[src/rtl/dbg_pkg.sv]
// Shared definitions for the core-side debug step controller.
//   dbg_state_e : controller state (HALT, STEP, SCAN, RUN)
//   NUM_REGS    : architectural registers mirrored in the snapshot
//   REG_AW      : register-file address width
//   XLEN_DEF    : default data/PC width
package dbg_pkg;

    localparam int unsigned XLEN_DEF = 32;
    localparam int unsigned NUM_REGS = 32;
    localparam int unsigned REG_AW   = 5;

    typedef enum logic [1:0] {
        HALT = 2'd0,
        STEP = 2'd1,
        SCAN = 2'd2,
        RUN  = 2'd3
    } dbg_state_e;

endpackage

[src/rtl/dbg_edge_sync.sv]
// Synchronises the asynchronous step-request level into the core clock
// domain and reports its rising edges.
//   i_clk   : clock
//   i_rst_n : synchronous active-low reset
//   i_level : raw step-request level
//   o_rise  : one-cycle pulse on each synchronised rising edge
module dbg_edge_sync #(
    parameter int unsigned SYNC_STAGES = 2
) (
    input  logic i_clk,
    input  logic i_rst_n,
    input  logic i_level,
    output logic o_rise
);

    logic [SYNC_STAGES-1:0] r_sync;
    logic                   r_prev;

    always_ff @(posedge i_clk) begin
        if (!i_rst_n) begin
            r_sync <= '0;
            r_prev <= 1'b0;
        end else begin
            r_sync <= {r_sync[SYNC_STAGES-2:0], i_level};
            r_prev <= r_sync[SYNC_STAGES-1];
        end
    end

    assign o_rise = r_sync[SYNC_STAGES-1] & ~r_prev;

endmodule

[src/rtl/dbg_step_ctrl.sv]
// Core-side end of the JTAG debug link. Converts step requests into core
// clock-enable bursts, free-runs the core on request, and while the core is
// halted scans x1..x31 through a spare register-file read port into a stable
// snapshot together with the PC.
//   dbg_clk_clk       : clock
//   dbg_reset_reset_n : synchronous active-low reset
//   dbg_clock_export  : step request level, each rising edge = one step
//   dbg_run_i         : 1 = free-run, 0 = halt/step mode
//   core_pc_i         : current core PC
//   rf_rdata_i        : spare read-port data (RF_LAT cycles after address)
//   rf_raddr_o        : spare read-port address (0 outside a scan)
//   core_ce_o         : core clock enable
//   dbg_pc_export     : snapshot PC
//   dbg_regs_export   : snapshot x0..x31, xN at [N*XLEN +: XLEN], x0 = 0
//   dbg_snap_valid_o  : snapshot complete and consistent
//   dbg_step_cnt_o    : steps issued since reset (wraps)
//   dbg_step_drop_o   : sticky, a step request was dropped
module dbg_step_ctrl
    import dbg_pkg::*;
#(
    parameter int unsigned XLEN        = XLEN_DEF,
    parameter int unsigned SYNC_STAGES = 2,
    parameter int unsigned STEP_CYCLES = 1,
    parameter int unsigned RF_LAT      = 1
) (
    input  logic                     dbg_clk_clk,
    input  logic                     dbg_reset_reset_n,
    input  logic                     dbg_clock_export,
    input  logic                     dbg_run_i,
    input  logic [XLEN-1:0]          core_pc_i,
    input  logic [XLEN-1:0]          rf_rdata_i,
    output logic [REG_AW-1:0]        rf_raddr_o,
    output logic                     core_ce_o,
    output logic [XLEN-1:0]          dbg_pc_export,
    output logic [NUM_REGS*XLEN-1:0] dbg_regs_export,
    output logic                     dbg_snap_valid_o,
    output logic [31:0]              dbg_step_cnt_o,
    output logic                     dbg_step_drop_o
);

    localparam logic [5:0] STEP_LAST = 6'(STEP_CYCLES - 1);
    localparam logic [5:0] ADDR_LAST = 6'(NUM_REGS - 2);
    localparam logic [5:0] RD_FIRST  = 6'(RF_LAT);
    localparam logic [5:0] SCAN_LAST = 6'(NUM_REGS - 2 + RF_LAT);

    dbg_state_e      r_state;
    logic [5:0]      r_cnt;
    logic            r_pending;
    logic            r_drop;
    logic            r_valid;
    logic [31:0]     r_step_cnt;
    logic [XLEN-1:0] r_pc;
    logic [XLEN-1:0] r_regs [1:NUM_REGS-1];

    logic              w_rise;
    logic [REG_AW-1:0] w_wr_idx;

    dbg_edge_sync #(
        .SYNC_STAGES (SYNC_STAGES)
    ) u_sync (
        .i_clk   (dbg_clk_clk),
        .i_rst_n (dbg_reset_reset_n),
        .i_level (dbg_clock_export),
        .o_rise  (w_rise)
    );

    // Data returning in scan cycle k belongs to the address issued at k-RF_LAT.
    assign w_wr_idx = r_cnt[REG_AW-1:0] + REG_AW'(1) - REG_AW'(RF_LAT);

    always_ff @(posedge dbg_clk_clk) begin
        if (!dbg_reset_reset_n) begin
            r_state    <= SCAN;
            r_cnt      <= '0;
            r_pending  <= 1'b0;
            r_drop     <= 1'b0;
            r_valid    <= 1'b0;
            r_step_cnt <= '0;
            r_pc       <= '0;
            for (int unsigned n = 1; n < NUM_REGS; n++) r_regs[n] <= '0;
        end else begin
            case (r_state)
                HALT: begin
                    if (dbg_run_i) begin
                        r_state <= RUN;
                    end else if (w_rise || r_pending) begin
                        r_state    <= STEP;
                        r_cnt      <= '0;
                        r_pending  <= r_pending & w_rise;
                        r_step_cnt <= r_step_cnt + 32'd1;
                        r_valid    <= 1'b0;
                    end
                end
                STEP: begin
                    if (w_rise) begin
                        if (r_pending) r_drop <= 1'b1;
                        else           r_pending <= 1'b1;
                    end
                    if (r_cnt == STEP_LAST) begin
                        r_state <= SCAN;
                        r_cnt   <= '0;
                    end else begin
                        r_cnt <= r_cnt + 6'd1;
                    end
                end
                SCAN: begin
                    if (r_cnt == '0)      r_pc <= core_pc_i;
                    if (r_cnt >= RD_FIRST) r_regs[w_wr_idx] <= rf_rdata_i;
                    // A queued step is taken straight from the last scan cycle,
                    // so the core never idles in HALT between back-to-back steps.
                    if (r_cnt == SCAN_LAST && !dbg_run_i && (r_pending || w_rise)) begin
                        r_state    <= STEP;
                        r_cnt      <= '0;
                        r_pending  <= r_pending & w_rise;
                        r_step_cnt <= r_step_cnt + 32'd1;
                    end else begin
                        if (w_rise) begin
                            if (r_pending) r_drop <= 1'b1;
                            else           r_pending <= 1'b1;
                        end
                        if (r_cnt == SCAN_LAST) begin
                            r_state <= HALT;
                            r_valid <= 1'b1;
                        end else begin
                            r_cnt <= r_cnt + 6'd1;
                        end
                    end
                end
                RUN: begin
                    r_valid <= 1'b0;
                    if (!dbg_run_i) begin
                        r_state <= SCAN;
                        r_cnt   <= '0;
                    end
                end
                default: r_state <= SCAN;
            endcase
        end
    end

    assign core_ce_o  = (r_state == STEP) || (r_state == RUN);
    assign rf_raddr_o = (r_state == SCAN && r_cnt <= ADDR_LAST) ?
                        r_cnt[REG_AW-1:0] + REG_AW'(1) : '0;

    always_comb begin
        dbg_regs_export = '0;
        for (int unsigned n = 1; n < NUM_REGS; n++)
            dbg_regs_export[n*XLEN +: XLEN] = r_regs[n];
    end

    assign dbg_pc_export    = r_pc;
    assign dbg_snap_valid_o = r_valid;
    assign dbg_step_cnt_o   = r_step_cnt;
    assign dbg_step_drop_o  = r_drop;

endmodule
[config.mk]
export PLATFORM = sky130hd
export DESIGN_NAME = dbg_step_ctrl
export DESIGN_NICKNAME = d
export VERILOG_FILES = /design/src/rtl/dbg_pkg.sv /design/src/rtl/dbg_edge_sync.sv /design/src/rtl/dbg_step_ctrl.sv
export SDC_FILE = /design/constraint.sdc
export NUM_CORES = 1
export LEC_CHECK = 0
export CAP_MARGIN = 15
export CORE_AREA = 2 2 456 458
export DETAILED_ROUTE_END_ITERATION = 10
export DIE_AREA = 0 0 458 460
export PLACE_DENSITY = 0.38
export SKIP_CTS_REPAIR_TIMING = 1
export SLEW_MARGIN = 20
export SYNTH_ARGS = -nofsm -noshare
export SYNTH_HDL_FRONTEND = slang
export SYNTH_SLANG_ARGS = --single-unit
[constraint.sdc]
create_clock -name dbg_clk_clk -period 7.1 [get_ports dbg_clk_clk]
set_input_delay 1.42 -clock dbg_clk_clk [delete_from_list [all_inputs] [get_ports dbg_clk_clk]]
set_output_delay 1.42 -clock dbg_clk_clk [all_outputs]
set_load 0.005 [all_outputs]
Word level (Yosys, flattened, before mapping)
Memory sizes are Yosys's and may differ from the RTL's.
Index checks and enable logic that the tools add are counted.
Widths: inputs -> output; s select.
{"block": "totals", "rom_bits": 0, "mem_bits_rw": 992, "memories": 1, "inputBits": 68, "elab_cells": 94, "output_inout_bits": 1096, "reg_bits": 78, "latchBits": 0}
{"block": "op_classes", "reduce_logical": 20, "n_mux": 41, "n_mul": 0, "shifts": 0, "bitwise": 3, "n_lt_le_gt_ge": 2, "n_eq_ne": 14, "n_div": 0, "n_addsub": 4}
{"memory": "r_regs", "depth": 31, "word_bits": 32, "read_ports": 31, "rd_ports_with_merged_regs": 0, "wr": 31, "line": "dbg_step_ctrl.sv:53", "text": "logic [XLEN-1:0] r_regs [1:NUM_REGS-1];"}
{"operator": "$mux 32", "count": 4}
{"operator": "$pmux 32 s2", "count": 1}
{"operator": "$mux 6", "count": 6}
{"operator": "$add 32x1->32 const B", "count": 1}
{"operator": "$reduce_or 32->1", "count": 1}
{"operator": "$pmux 6 s4", "count": 1}
{"operator": "$mux 1", "count": 17}
{"operator": "$ne 2x2->1 const B", "count": 7}
{"operator": "$mux 2", "count": 6}
{"operator": "$reduce_and 4->1", "count": 3}
{"operator": "$mux 5", "count": 2}
{"operator": "$ne 3x3->1 const B", "count": 3}
{"operator": "$pmux 2 s4", "count": 1}
{"operator": "$add 6x1->6 const B", "count": 1}
{"operator": "$eq 6x5->1 const B", "count": 1}
{"operator": "$ge 6x1->1 const B", "count": 1}
{"operator": "$le 6x5->1 const B", "count": 1}
{"operator": "$logic_not 6->1", "count": 1}
{"operator": "$pmux 1 s3", "count": 2}
{"operator": "$reduce_bool 3->1", "count": 2}
{"operator": "$add 5x1->5 const B", "count": 1}
{"operator": "$reduce_and 5->1", "count": 1}
{"operator": "$sub 5x1->5 const B", "count": 1}
{"operator": "$eq 2x2->1 const B", "count": 2}
{"operator": "11 further kinds", "count": 17}

Depth between registers and ports, before layout
Gate-level depths: netlist of the first run.
{"block": "depth", "word_depth": 7, "ltp_mapped": 10, "depth_no_buf": 7}

Cells and area by module
A second synthesis of the first run with hierarchy kept.
{"block": "unflattened", "hier_cells": 2920, "hier_area_um2": 40406.3}
{"module": "dbg_step_ctrl", "area_each_um2": 40313.7, "seq_area_each_um2": 31290.0, "cells_per_inst": 2913, "n_inst": 1}
{"module": "dbg_edge_sync", "area_each_um2": 92.6, "seq_area_each_um2": 60.1, "cells_per_inst": 7, "n_inst": 1}

Worst setup path after synthesis of the first run
Ideal clock, no wire load.
{"block": "synth_timing", "path_kind": "input to register", "start": "input port dbg_reset_reset_n", "end": "memory r_regs[18][0] (netlist bit) (enable)", "t_arrival_ns": 4.576, "setup_time_ns": 0.466, "path_slack_ns": 2.059, "required_time_ns": 6.634, "stages": 6, "n_path_buf": 2, "path_cell_list": "o311a_1 > and2_1 > clkbuf_1 > nand2_1 > buf_4 > o21ai_0"}
{"element": "start: declaration", "line": "dbg_step_ctrl.sv:27", "text": "input logic dbg_reset_reset_n,"}
{"element": "end: declaration", "line": "dbg_step_ctrl.sv:53"}

Worst setup path after layout of the first run
{"block": "layout_timing", "start": "register r_cnt[0]", "end": "output port rf_raddr_o[0]"}
{"block": "layout_via", "elab_chain_cells": 3, "word_cells_on_any_way": 4, "classes_between": "add/sub: 1; order compare: 1; mux: 1; reduce/logical: 1"}
{"element": "start: declaration", "line": "dbg_step_ctrl.sv:47", "text": "logic [5:0] r_cnt;"}
{"element": "start signal: assignment", "line": "dbg_step_ctrl.sv:102", "text": "r_cnt <= r_cnt + 6'd1;"}
{"element": "start signal: assignment", "line": "dbg_step_ctrl.sv:124", "text": "r_cnt <= r_cnt + 6'd1;"}
{"element": "$le 6x5->1", "line": "dbg_step_ctrl.sv:141", "text": "assign rf_raddr_o = (r_state == SCAN && r_cnt <= ADDR_LAST) ?"}
{"element": "$logic_and 1x1->1", "line": "dbg_step_ctrl.sv:141"}
{"element": "$mux 5 *", "line": "dbg_step_ctrl.sv:141"}
{"element": "end: declaration", "line": "dbg_step_ctrl.sv:32", "text": "output logic [REG_AW-1:0] rf_raddr_o,"}
Every way passes the cells marked *; elsewhere a longest branch is shown, timed or not.

==> flow_summary.json, run 1 <==
{
  "place_congestion": 0.763,
  "portBuffers": 1131,
  "wl_mm": 210,
  "setup_viol": 0,
  "critPathLaunch": "r_cnt[0]",
  "vias_per_cell": 4.19,
  "synth-seq-area-share_pct": 77.3,
  "tns_ns": 0,
  "synth_top_area_share_pct": 73.5,
  "r2r_slack_ns": 2.53,
  "gr-total-overflow": 0,
  "io_pins": 1164,
  "syn-mean-instance-area_um2": 14.0,
  "coreArea_um2": 206000,
  "relSlewSlack_pct": 20.6,
  "fin_skew_ns": 0.0242,
  "fin_ws_ns": 2.35,
  "fin_cells": 6811,
  "antenna_found_initial": 28,
  "worst_setup_path_end_kind": "primary output",
  "die_area_um2": 211000,
  "ys_warn_count": 0,
  "grt_usage_pct": 19.3,
  "ys_ff_latch": 1070,
  "drt_iter0_drc": 2312,
  "holdCritStartpoint": "u_sync.r_sync[0]",
  "critical_path_class": "register to primary output",
  "drv_cap": 0,
  "drive_above_1_share_pct": 8.32,
  "sequentialPowerShare_pct": 44.4,
  "p_clk_share_pct": 40.3,
  "dpl.hpwl_mm": 143,
  "hold_violations": 0,
  "cts_made_buffers": 136,
  "drcViolationCount": 0,
  "p_leak_uw": 0.0199,
  "swShare_pct": 28.8,
  "cp_max_fo": 10,
  "fin_crit_sh_pct": 66.9,
  "clkLatencyLatePin_ns": 0.79,
  "switchingPower_uw": 4780,
  "hp-class": "register to register",
  "areaGrowthSynthToFinish_pct": 46.2,
  "combPwrFrac_pct": 15.3,
  "avgRoutedWirePerCell_um": 30.8,
  "p_per_area_nw_per_um2": 281,
  "synth_area_um2": 40500,
  "nets": 4079,
  "synth_top_family_by_area": "simple AND/OR/NAND/NOR gates",
  "irDropWorstVdd_mv": 0.172,
  "finalCriticalPeriod_ns": 4.75,
  "clockRootBuffer": "clkbuf_16",
  "synth_cell_types": 58,
  "dr.pass1.iters": 5,
  "vias": 28600,
  "worst_pin_slew_ns": 1.19,
  "rsz0062_at_grt": "no",
  "synth_compound_area_share_pct": 2.17,
  "std_cell_rows": 167,
  "startpoint_type": "register",
  "slew_viol_final": 0,
  "die_x_um": 458,
  "syn_inst": 2897,
  "synth_area_leaders": "edfxtp_1, nor3_1, and2_1",
  "cts.clk_slew.worst_paths_ns": 0.05,
  "yosys.area_share.adder_pct": 0.309,
  "synth-edff-count": 992,
  "grt_max_degree": 86,
  "final_util_pct": 28.8,
  "synthFlopType": "edfxtp_1",
  "synth_async_sr_flop_share_pct": 0,
  "grt_pass1_wl_mm": 275,
  "initial_core_util_pct": 19.7,
  "synth_simple_gate_area_share_pct": 16.0,
  "clockBufferDepth": 3,
  "status": "finished, final reports clean",
  "synthMuxAreaShare_pct": 0,
  "p_int_uw": 11800,
  "die_y_um": 460,
  "htreeDepth": 4,
  "synth_xor_area_share_pct": 0.463,
  "grt_pass1_vias": 28700,
  "clkSinkCount": 1070,
  "crit_arrival_ns": 3.33,
  "synth_area_leader_cell": "edfxtp_1",
  "placed_cells": 6565,
  "worstReg2RegStart": "r_cnt[0]",
  "critPathRequiredTime_ns": 5.68,
  "pre_cts_ws_ns": 1.57,
  "max_freq_mhz": 211,
  "cts_tree": "done",
  "ant_nets": 0
}
[layer usage]
metal | up-vias | GRT usage [%] | share of wire, %
li1 | 12500 | - | -
met2 | 1283 | 33.0 | 49
met1 | 14600 | 23.2 | 40
met4 | 4 | 5.24 | 2.5
met5 | - | 0 | 0.012
met3 | 218 | 6.08 | 8.3
[worst max-delay path: stages, from the launching register on]
cell             delay (ns)
dfxtp_1                0.52
inv_1                  0.16
ha_1                   0.27
o41ai_1                0.88
nor2_1                 0.12
clkdlybuf4s50_1        0.59
[stage by stage]
step	hold slack (ns)	power [uW]	instance area, um2
after floorplan	0.412	8490	40700
after global placement	0.427	10100	55000
after detailed placement	0.440	10100	55000
after CTS	0.452	16900	59200
after global routing	0.471	17200	59200
final	0.450	16600	59300
[power by group through the flow]
stage          Sequential [uW]  Clock, uW  Combinational (uW)
6_report                  7380       6700                2550
4_1_cts                   7380       6900                2640
3_3_place_gp              7510          0                2630
3_5_place_dp              7510          0                2630
5_1_grt                   7410       7100                2730
2_1_floorplan             7520          0                 967
[area by class of cell]
cell class	instances	area, um2
Clock buffer	175	3630
Antenna cell	7	17.5
Clock inverter	62	556
Multi-Input combinational cell	1527	8180
Sequential cell	1070	31400
Timing Repair Buffer	1215	11900
Inverter	51	191
Tap cell	2704	3380
Fill cell	21000	147000
[registers in the layout, indices dropped and copies added, names as in the netlist, 2 cells and up]
register and count:
r_cnt 6, dbg_pc_export 32, dbg_step_cnt_o 32, u_sync.r_sync 2
r_state 2, r_regs 992
[Yosys cell counts, types with 5 or more instances]
cell type	instances
or3_1	15
nand4_1	15
a31oi_1	5
and2_1	267
a21oi_1	61
o21ai_0	42
clkbuf_1	159
buf_2	65
nand2_1	189
ha_1	10
edfxtp_1	992
nand3_1	18
dfxtp_1	78
xnor2_1	10
a211oi_1	5
nand2b_1	15
buf_4	54
nor2_1	375
inv_1	51
nor3_1	391
[worst paths after layout]
check	endpoint	cells past startpoint
max	rf_raddr_o[0]	5
min	u_sync.r_sync[1]	1
max reg2reg	r_regs[30][3]	7
min reg2reg	u_sync.r_sync[1]	1
[cell families after synthesis]
group | after synthesis
AOI/OAI and AO/OA | 145
adders and majority gates | 10
buffers and inverters | 331
DFF | 1070
other | 1
and+or+nand+nor | 1322
xor gates and xnor gates | 18
[placed cells by master (no fill, tap or decap), drive strengths merged, types with 7 or more instances in the layout]
cell type	instances
a211oi	9
a21oi	61
and2	267
buf	96
clkbuf	175
clkdlybuf4s50	1119
clkinv	48
conb	32
dfxtp	78
diode	7
edfxtp	992
ha	10
inv	58
nand2	191
nand2b	15
nand3	20
nand4	17
nor2	375
nor3	391
nor4	8
o21ai	46
or3	15
xnor2	14
Power figures use the tool's default switching activity.
==> run 2, diff against run 1 <==
==> constraint.sdc (replaced) <==
create_clock -name dbg_clk_clk -period 4.8 [get_ports dbg_clk_clk]
set_input_delay 0.96 -clock dbg_clk_clk [delete_from_list [all_inputs] [get_ports dbg_clk_clk]]
set_output_delay 0.96 -clock dbg_clk_clk [all_outputs]
set_load 0.005 [all_outputs]
==> run 2 against run 1 <==
Hold slack got worse by 0.013 ns. Sequential cell count unchanged. Combinational power increased by 50%.
==> flow_summary.json, run 2 (synthesis gave the netlist of run 1 again) <==
{
  "status": "finished, final reports clean",
  "fin_cells": 6846,
  "vias_per_cell": 4.18,
  "htreeDepth": 4,
  "swShare_pct": 29.2,
  "cp_max_fo": 10,
  "critical_path_class": "register to primary output",
  "irDropWorstVdd_mv": 0.258,
  "dr.pass1.iters": 5,
  "cts.clk_slew.worst_paths_ns": 0.05,
  "grt_use_met3_pct": 6.84,
  "final.fill_count": 21100,
  "pre_cts_ws_ns": 0.887,
  "fin_ws_ns": 0.510,
  "use_met1_pct": 23.2,
  "finalCriticalPeriod_ns": 4.29,
  "die_x_um": 458,
  "clkSinkCount": 1070,
  "grt_pass1_wl_mm": 273,
  "startpoint_type": "register",
  "fin_skew_ns": 0.0598,
  "regMostFlops": "r_regs",
  "placed_cells": 6588,
  "p_leak_uw": 0.0201,
  "combPwrFrac_pct": 15.4,
  "portBuffers": 1131,
  "power.total_uw": 24800,
  "rsz0062_at_grt": "no",
  "largest_register_ffs": 992,
  "io_pins": 1164,
  "critPathRequiredTime_ns": 3.84,
  "vias": 28600,
  "fin_crit_sh_pct": 89.4,
  "crit_arrival_ns": 3.33,
  "drt_iter0_drc": 2347,
  "die_area_um2": 211000,
  "multi_input_area_um2": 8180,
  "p_per_area_nw_per_um2": 416,
  "grt_pass1_vias": 28500,
  "final_cell_mix": "clkdlybuf4s50_1, edfxtp_1, nor3_1",
  "worst_pin_slew_ns": 1.07,
  "drcViolationCount": 0,
  "clockBufferDepth": 3,
  "dpl.hpwl_mm": 144,
  "hp-class": "register to register",
  "avgRoutedWirePerCell_um": 30.6,
  "p_clk_share_pct": 40.7,
  "die_y_um": 460,
  "relSlewSlack_pct": 28.4,
  "place_congestion": 0.777,
  "layout_commonest_cell": "clkdlybuf4s50_1",
  "gr-total-overflow": 0,
  "drive_above_1_share_pct": 8.95,
  "clkLatencyLatePin_ns": 0.83,
  "p_int_uw": 17600,
  "grt_most_used_layer": "met2",
  "antenna_found_initial": 30,
  "drv_cap": 0,
  "coreArea_um2": 206000,
  "worst_setup_path_end_kind": "primary output",
  "clockRootBuffer": "clkbuf_16",
  "slew_viol_final": 0,
  "ant_nets": 0,
  "areaGrowthSynthToFinish_pct": 47.1,
  "hold_violations": 0,
  "initial_core_util_pct": 19.7,
  "place_area_um2": 55300,
  "nets": 4100,
  "sequentialPowerShare_pct": 43.9,
  "register_area_um2": 31400,
  "max_freq_mhz": 233,
  "stdcell_area_um2": 59600,
  "cts_tree": "done",
  "wl_mm": 209,
  "timing.hold.ws_ns": 0.436,
  "switchingPower_uw": 7230,
  "std_cell_rows": 167,
  "grt_use_met2_pct": 31.5,
  "cts_made_buffers": 136,
  "grt_max_degree": 124,
  "setup_viol": 0,
  "grt_usage_pct": 19.2
}
run 2: cell types whose count changed in the layout (fill, tap and decap cells not counted), sizes merged:
cell,change
clkinvlp,+1
buf,+18
clkinv,+16
clkbuf,-2
bufinv,+1
clkdlybuf4s50,+3
inv,-2
run 2: worst paths after layout:
check                     endpoint  slack, ns  cells after the start              from
setup / recovery     rf_raddr_o[1]       0.51                      5          r_cnt[0]
hold / removal    u_sync.r_sync[1]       0.44                      1  u_sync.r_sync[0]
setup reg to reg    r_regs[11][27]       0.97                      8          r_cnt[0]
hold reg to reg   u_sync.r_sync[1]       0.44                      1  u_sync.r_sync[0]
run 2: metal layers:
layer,part of all wire [%],vias to the layer above
met5,0.019,-
li1,-,12500
met2,47,1399
met1,40,14500
met3,9.5,245
met4,3.6,6
run 2: through the flow:
step | setup TNS [ns] | util, %
after detailed placement | 0 | 26.8
after CTS | 0 | 28.9
after global placement | 0 | 26.8
after global routing | 0 | 28.9
final | 0 | 28.9
after floorplan | -15.76 | -
run 2: final cells by class:
cell class                 count  area share, %
clock inverter                78           1.33
clock buffer                 173           5.96
inverter                      51          0.321
multi-input combinational   1527           13.7
timing repair buffer        1236           20.4
sequential                  1070           52.6
antenna                        7         0.0294
tap                         2704           5.67
run 2: power by group through the flow:
stage               Combinational, uW  Sequential [uW]  Clock (uW)
floorplan                        1430            11100           0
global placement                 3960            11100           0
detailed placement               3950            11100           0
CTS                              3960            10900       10400
global route                     4100            10900       10700
finish                           3830            10900       10100
run 2: critical path, cell delays in order, from the launching register on:
cell	delay [ns]
dfxtp_1	0.50
inv_1	0.15
ha_1	0.26
o41ai_1	0.77
nor2_1	0.33
clkdlybuf4s50_1	0.54
==> run 3, diff against run 2 <==
==> constraint.sdc (replaced) <==
create_clock -name dbg_clk_clk -period 4.8 [get_ports dbg_clk_clk]
set_input_delay 0.48 -clock dbg_clk_clk [delete_from_list [all_inputs] [get_ports dbg_clk_clk]]
set_output_delay 0.48 -clock dbg_clk_clk [all_outputs]
set_load 0.005 [all_outputs]
==> run 3 against run 2 <==
Sequential share of layout area rose by 0.21 points. Final cell count fell by 0.20%. Global-route usage about the same. Critical path type is now register to register. Die area unchanged.
==> flow_summary.json, run 3 (synthesis gave the netlist of run 1 again) <==
{
  "combPwrFrac_pct": 15.6,
  "avgRoutedWirePerCell_um": 30.6,
  "fin_skew_ns": 0.0734,
  "final_cell_mix": "clkdlybuf4s50_1, edfxtp_1, nor3_1",
  "rsz0062_at_grt": "no",
  "areaGrowthSynthToFinish_pct": 46.5,
  "fin_crit_sh_pct": 85.0,
  "place_congestion": 0.773,
  "io_pins": 1164,
  "p_per_area_nw_per_um2": 411,
  "grt_max_degree": 108,
  "p_int_uw": 17400,
  "worst_setup_path_end_kind": "register",
  "drv_cap": 0,
  "nets": 4089,
  "dpl.hpwl_mm": 143,
  "cp_max_fo": 32,
  "swShare_pct": 29.0,
  "sequentialPowerShare_pct": 44.6,
  "cts_made_buffers": 132,
  "std_cell_rows": 167,
  "vias_per_cell": 4.16,
  "vias": 28400,
  "die_y_um": 460,
  "portBuffers": 1131,
  "wl_mm": 209,
  "clkLatencyLatePin_ns": 0.81,
  "relSlewSlack_pct": 22.2,
  "p_clk_share_pct": 39.9,
  "clockBufferDepth": 3,
  "htreeDepth": 4,
  "drt_iter0_drc": 2135,
  "hold_violations": 0,
  "die_x_um": 458,
  "switchingPower_uw": 7080,
  "status": "finished, final reports clean",
  "cts.clk_slew.worst_paths_ns": 0.06,
  "critical_path_class": "register to register",
  "setup_viol": 0,
  "slew_viol_final": 0,
  "dr.pass1.iters": 5,
  "die_area_um2": 211000,
  "drcViolationCount": 0,
  "critPathRequiredTime_ns": 5.20,
  "grt_usage_pct": 19.2,
  "grt_pass1_wl_mm": 273,
  "tns_ns": 0,
  "layout_commonest_cell": "clkdlybuf4s50_1",
  "final.fill_count": 21100,
  "coreArea_um2": 206000,
  "cts_tree": "done",
  "initial_core_util_pct": 19.7,
  "clockRootBuffer": "clkbuf_16",
  "finalCriticalPeriod_ns": 4.08,
  "ant_nets": 0,
  "startpoint_type": "register",
  "largest_register_ffs": 992,
  "p_leak_uw": 0.0200,
  "crit_arrival_ns": 4.48,
  "irDropWorstVdd_mv": 0.342,
  "gr-total-overflow": 0,
  "hp-class": "input port to register",
  "regMostFlops": "r_regs",
  "timing.hold.ws_ns": 0.243,
  "worst_pin_slew_ns": 1.17,
  "drive_above_1_share_pct": 8.61,
  "clkSinkCount": 1070,
  "antenna_found_initial": 26,
  "grt_pass1_vias": 28200,
  "max_freq_mhz": 245
}
run 3: cell type report:
class / count / area, um2 / area share [%]
Sequential cell: 1070 / 31400 / 52.8
Tap cell: 2704 / 3380 / 5.70
Multi-Input combinational cell: 1527 / 8180 / 13.8
Inverter: 51 / 191 / 0.322
Clock inverter: 68 / 673 / 1.13
Clock buffer: 167 / 3460 / 5.82
Antenna cell: 16 / 40.0 / 0.0674
Timing Repair Buffer: 1229 / 12100 / 20.4
run 3: metrics by stage:
| stage | cell area [um2] | utilization (%) | power, uW | std cells | setup slack, ns |
|---|---|---|---|---|---|
| 6_report | 59400 | 28.8 | 24400 | 6832 | 0.721 |
| 5_1_grt | 59400 | 28.8 | 25400 | 6818 | 0.591 |
| 4_1_cts | 59400 | 28.8 | 24900 | 6816 | 0.717 |
| 3_5_place_dp | 55200 | 26.8 | 15000 | 6581 | 0.718 |
| 3_3_place_gp | 55200 | 26.8 | 15000 | 6581 | 0.690 |
| 2_1_floorplan | 40700 | - | 12500 | 2928 | -0.164 |
run 3: critical path, stage by stage, from the launching register on:
cell and delay, ns:
dfxtp_1 0.55, inv_1 0.17, ha_1 0.39, and4bb_1 0.31
o21ai_0 0.14, nand2_1 0.55, nand4_1 0.61, buf_4 0.38
o21ai_4 0.11, buf_4 0.49
run 3: worst paths after layout:
path               startpoint           endpoint  slack [ns]  cells after the start
min reg2reg  u_sync.r_sync[0]   u_sync.r_sync[1]        0.45                      1
min             core_pc_i[17]  dbg_pc_export[17]        0.24                      3
max reg2reg          r_cnt[0]      r_regs[2][27]        0.72                      9
max                  r_cnt[0]      r_regs[2][27]        0.72                      9
run 3: power groups by stage:
stage,logic (uW),registers [uW],clock network (uW)
4_1_cts,3960,10900,10000
6_report,3800,10900,9750
5_1_grt,4100,10900,10300
3_3_place_gp,3960,11100,0
3_5_place_dp,3950,11100,0
2_1_floorplan,1430,11100,0
run 3: layer usage:
layer	vias up	wire [um]	track usage, %
met3	239	20100	6.75
li1	12500	-	-
met1	14400	82100	23.1
met4	6	6180	6.03
met2	1312	100000	32.0
met5	-	46	0
